$ cat src/rtl/monitor_pkg.sv
`default_nettype none
// ============================================================================
// monitor_pkg : shared encodings and defaults for the transient timer arbiter
// Rev 1.0
// ============================================================================
package monitor_pkg;

    localparam int CNT_W_DEF = 18;
    localparam int SCALE_DEF = 10000;

    typedef logic [1:0] state_t;
    localparam state_t ST_IDLE  = 2'd0;
    localparam state_t ST_COUNT = 2'd1;
    localparam state_t ST_DONE  = 2'd2;

    // A single channel still needs a one-bit pointer.
    function automatic int ptr_w(input int n);
        return (n > 1) ? $clog2(n) : 1;
    endfunction

endpackage
`default_nettype wire

$ cat src/rtl/rr_arbiter.sv
`default_nettype none
// ============================================================================
// rr_arbiter : combinational round-robin pick, search starts after ptr
// Rev 1.0
// ============================================================================
module rr_arbiter
    import monitor_pkg::*;
#(
    parameter int N_CH  = 4,
    parameter int PTR_W = ptr_w(N_CH)
) (
    input  logic [N_CH-1:0]  req,
    input  logic [PTR_W-1:0] ptr,
    output logic [N_CH-1:0]  pick,
    output logic [PTR_W-1:0] pick_idx
);

    logic [PTR_W-1:0] idx;
    logic             found;

    always_comb begin
        pick     = '0;
        pick_idx = ptr;
        idx      = '0;
        found    = 1'b0;
        for (int i = 1; i <= N_CH; i++) begin
            idx = PTR_W'((int'(ptr) + i) % N_CH);
            if (!found && req[idx]) begin
                pick[idx] = 1'b1;
                pick_idx  = idx;
                found     = 1'b1;
            end
        end
    end

endmodule
`default_nettype wire

$ cat src/rtl/transient_timer_arbiter.sv
`default_nettype none
// ============================================================================
// transient_timer_arbiter : round-robin owner of one shared hold-off timer
// Rev 1.0
// ============================================================================
module transient_timer_arbiter
    import monitor_pkg::*;
#(
    parameter int N_CH  = 4,
    parameter int CNT_W = CNT_W_DEF,
    parameter int SCALE = SCALE_DEF
) (
    input  logic             clk,
    input  logic             reset,
    input  logic [N_CH-1:0]  req,
    input  logic [3:0]       delay_sel,
    output logic [N_CH-1:0]  grant,
    output logic             busy,
    output logic [N_CH-1:0]  done,
    output logic [CNT_W-1:0] remaining
);

    localparam int PTR_W = ptr_w(N_CH);

    state_t           state_q, state_d;
    logic [N_CH-1:0]  grant_q, grant_d;
    logic [N_CH-1:0]  done_q,  done_d;
    logic [CNT_W-1:0] cnt_q,   cnt_d;
    logic [PTR_W-1:0] ptr_q,   ptr_d;

    logic [N_CH-1:0]  pick;
    logic [PTR_W-1:0] pick_idx;
    logic [CNT_W-1:0] cnt_load;
    logic             owner_req;

    rr_arbiter #(
        .N_CH  (N_CH),
        .PTR_W (PTR_W)
    ) u_rr (
        .req      (req),
        .ptr      (ptr_q),
        .pick     (pick),
        .pick_idx (pick_idx)
    );

    // Both operands widened before multiplying so 15*SCALE cannot truncate.
    assign cnt_load  = CNT_W'(SCALE) * CNT_W'(delay_sel);
    assign owner_req = |(req & grant_q);

    always_ff @(posedge clk or posedge reset) begin
        if (reset) begin
            state_q <= ST_IDLE;
            grant_q <= '0;
            done_q  <= '0;
            cnt_q   <= '0;
            ptr_q   <= PTR_W'(N_CH - 1);
        end else begin
            state_q <= state_d;
            grant_q <= grant_d;
            done_q  <= done_d;
            cnt_q   <= cnt_d;
            ptr_q   <= ptr_d;
        end
    end

    always_comb begin
        state_d = state_q;
        case (state_q)
            ST_IDLE:  if (|req) state_d = ST_COUNT;
            ST_COUNT: begin
                if (!owner_req)       state_d = ST_IDLE;
                else if (cnt_q == '0) state_d = ST_DONE;
            end
            ST_DONE:  state_d = ST_IDLE;
            default:  state_d = ST_IDLE;
        endcase
    end

    // Pointer moves at grant time, so aborted owners also lose priority.
    always_comb begin
        grant_d = grant_q;
        done_d  = '0;
        cnt_d   = cnt_q;
        ptr_d   = ptr_q;
        case (state_q)
            ST_IDLE: begin
                if (|req) begin
                    grant_d = pick;
                    cnt_d   = cnt_load;
                    ptr_d   = pick_idx;
                end else begin
                    grant_d = '0;
                    cnt_d   = '0;
                end
            end
            ST_COUNT: begin
                if (!owner_req) begin
                    grant_d = '0;
                    cnt_d   = '0;
                end else if (cnt_q == '0) begin
                    done_d  = grant_q;
                end else begin
                    cnt_d   = cnt_q - 1'b1;
                end
            end
            default: begin
                grant_d = '0;
                cnt_d   = '0;
            end
        endcase
    end

    assign grant     = grant_q;
    assign done      = done_q;
    assign remaining = cnt_q;
    assign busy      = |grant_q;

endmodule
`default_nettype wire

$ cat config.mk
export PLATFORM = sky130hd
export DESIGN_NAME = transient_timer_arbiter
export DESIGN_NICKNAME = d
export VERILOG_FILES = /design/src/rtl/monitor_pkg.sv /design/src/rtl/rr_arbiter.sv /design/src/rtl/transient_timer_arbiter.sv
export SDC_FILE = /design/constraint.sdc
export NUM_CORES = 1
export LEC_CHECK = 0
export CAP_MARGIN = 5
export CORE_MARGIN = 3
export CORE_UTILIZATION = 40
export DETAILED_ROUTE_END_ITERATION = 10
export PLACE_DENSITY = 0.64
export SYNTH_ARGS = -nofsm -noshare
export SYNTH_HDL_FRONTEND = slang
export SYNTH_SLANG_ARGS = --single-unit
$ cat constraint.sdc
create_clock -name clk -period 4.3 [get_ports clk]
set_clock_uncertainty 0.15 [all_clocks]
set_input_delay 0.86 -clock clk [delete_from_list [all_inputs] [get_ports clk]]
set_output_delay 0.86 -clock clk [all_outputs]
set_load 0.03 [all_outputs]
==> impl_results.md <==
- Crit path top cell by count: fa_1
- Hold depth: 1
- Hold Crit Class: reg2reg
- Peak supply drop: 396 µV
- Status: finished, final reports clean
- Async SR Flop Fraction: 100%
- Setup ws final: 0.658 ns
- Crit end category: flop
- Primary FF master, synth: dfrtp_1
- Final min period: 3.64 ns
- Worst-Margin Slew: 1.08 ns
- Drt pass-1 iters: 5
- Post-route ant nets: 0
- Top Family by Delay on Critical Path: adder cells
- Slew Viols, Final: 0
- First-pass GRT wire length: 8.94 mm
- Synthesized flop and latch total: 30
- Fillers: 533
- Layout Nets: 313
- Power Dens Cells: 760 mW/mm²
- Sequential area share after synthesis: 32.3%
- Max clock buf depth: 2
- Multi-input logic area: 0.00148 mm²
- Crit path kind: in2reg
- Antenna Cells: 0
- Critical path depth in cells: 10
- Die area: 0.00679 mm²
- Fmax: 275 MHz
- Width of the chip: 82.4 µm
- CTS tree: yes
- Initial Util: 41.9%
- Routed vias/inst: 5.50
- Leakage power total: 1.21 nW
- Total CTS buffers: 5
- Avg Cell Area, Syn: 9.76 µm²
- Buffers and inverters on the worst path: 2
- # port buffers: 36
- CP Cell Sequence: clkdlybuf4s50_1 -> fa_1 -> ha_1 -> inv_1 -> fa_1 -> nor2b_1 -> o31a_1 -> o21ai_0 -> or3_1 -> a31oi_1
- Required time worst endpoint: 4.36 ns
- Number of endpoints failing setup at the final stage: 0
- Row count: 27
- Max incr delay on CP: 0.66 ns
- Largest net degree at the start of global routing: 30
- CP max FO: 6
- Initial antenna violation count: 0
- H-tree Lvls: 2
- Worst r2r path cells: 6
- DP HPWL: 4.00 mm
- Core area: 0.00557 mm²
- Number of global-route vias before repair: 1,787
- Residual DRC: 0
- GRT overflow: 0
- Setup Slack @ Placement: 0.367 ns
- Cell variety after synth: 54
- Global Route Usage Sum: 17.3%
- RSZ-0062 raised after global routing: no
- Post-CTS Setup Inserts: 0
- GP Congestion: 0.863
- Setup slack, reg-to-reg: 1.30 ns
- Post-Synthesis Cell Area: 0.00233 mm²
- Layout cells sized above 1: 9.35%
- Post-synth EDFFs: 0
- WP data arrival: 3.70 ns
- Clock root cell: clkbuf_8
- Drt wl/cell: 15.1 µm
- Tcrit/Tclk final: 84.7%
- Via count: 1,925
- Design Power: 2.17 mW
- Setup TNS: 0 ns
- Clk slew on worst S/H paths: 0.07 ns
- Max-Cap Viols: 0
- I/O pin cnt: 37
- Sink Count: 30
- Syn-to-layout area delta: 22.4%
- Final hold vios: 0
- Die Ht: 82.4 µm
- Sequential cell area: 753 µm²
- Final Hold Slack: 0.417 ns
- Post-cts resize count: 0
- Crit start category: input pin
- Clock latency on the worst-skew pair: 0.29 ns
- Iteration-0 DRC count of the detailed router: 128
- Synth warn: 0
- Routed wire length: 5.29 mm
- Hold-fix buffers at CTS: 0
- Max transition margin: 28.0%
- Syn nets: 275
- Gate Count Post-Synth: 239
- Slowest library cell on the worst path: clkdlybuf4s50_1
[final timing paths]
path,end,from
min in group asynchronous,grant[1],reset
hold / removal,done[3],grant[3]
setup / recovery,remaining[16],delay_sel[1]
setup reg to reg,grant[3],ptr_q[0]
max in group asynchronous,ptr_q[0],reset
hold reg to reg,done[3],grant[3]
[cell type report]
class	count	share of cell area (%)
multi-input cells	187	51.9
inverters	14	1.84
clock buffers	6	2.89
clock inverters	2	0.438
well taps	72	3.15
repair buffers	39	13.4
flip-flops and latches	30	26.4
[worst register-to-register path: stages, from the launching register on]
cell and delay (ns):
dfstp_2 0.72, inv_1 0.16, ha_1 0.47, mux4_2 0.66, nor3_1 0.33, and3_1 0.29
a221o_1 0.16
[power by group]
group	switching, mW	leakage (nW)	internal (mW)
clock network	0.109	0.0472	0.128
logic	0.750	0.769	0.606
registers	0.185	0.389	0.393
total	1.04	1.21	1.13
[metrics by stage]
| stage | cells | cell area (µm²) | util [%] |
|---|---|---|---|
| after global routing | 350 | 2860 | 51.2 |
| after floorplan | 239 | 2330 | - |
| final | 350 | 2860 | 51.2 |
| after global placement | 342 | 2760 | 49.5 |
| after detailed placement | 342 | 2760 | 49.5 |
| after CTS | 350 | 2860 | 51.2 |
[cells in the mapped netlist, types with 5 or more instances]
| cell | instances | area share, % |
|---|---|---|
| nand2_1 | 13 | 2.1 |
| nor2b_1 | 7 | 1.9 |
| or3_1 | 5 | 1.3 |
| nor3_1 | 11 | 2.4 |
| a22oi_1 | 6 | 1.9 |
| ha_1 | 23 | 12 |
| o21ai_1 | 5 | 1.1 |
| inv_1 | 14 | 2.3 |
| o21ai_0 | 5 | 1.1 |
| xnor2_1 | 11 | 4.1 |
| a21oi_1 | 11 | 2.4 |
| dfrtp_1 | 28 | 30 |
| nor2_1 | 20 | 3.2 |
[metal layers]
layer	GRT usage [%]	up-vias	share of wire, %
met1	26.1	923	49
met4	5.65	0	1.4
met5	0	-	0
li1	-	950	-
met2	25.0	46	45
met3	2.93	6	4.6
[cells by family (layout without fill, tap and decap cells)]
group	Yosys count	in the layout	share of synthesized area, %
buffers and inverters	22	61	4.18
and+or+nand+nor	87	87	22.3
xor gates and xnor gates	13	13	4.88
AOI/OAI and AO/OA	55	55	16.7
adders and majority gates	26	26	14.9
DFF	30	30	32.3
muxes	6	6	4.72
[layout by cell type, fill, tap and decap left out, types with 2 or more instances in the layout]
master	synthesis	routed
a211oi_1	3	3
a21oi_1	11	11
a221o_1	4	4
a221oi_1	4	4
a22oi_1	6	6
and2_1	4	4
buf_4	1	3
clkbuf_8	0	6
clkdlybuf4s50_1	0	36
dfrtp_1	28	28
dfstp_2	2	2
fa_1	3	3
ha_1	23	23
inv_1	14	14
mux2i_1	2	2
mux4_2	4	4
nand2_1	13	13
nand2b_1	2	2
nand3_1	4	4
nand3b_1	2	2
nor2_1	20	20
nor2b_1	7	7
nor3_1	11	11
nor4_1	3	3
nor4_4	4	4
o21a_1	4	4
o21ai_0	5	5
o21ai_1	5	5
o31a_1	3	3
or3_1	5	5
or4_1	2	2
xnor2_1	11	11
xor2_1	2	2
[sequential cells by signal, indices dropped and copies added (netlist names)]
register and cells:
done 4, grant 4, ptr_q 2, remaining 18, state_q 2
(Power assumes the default switching activity.)
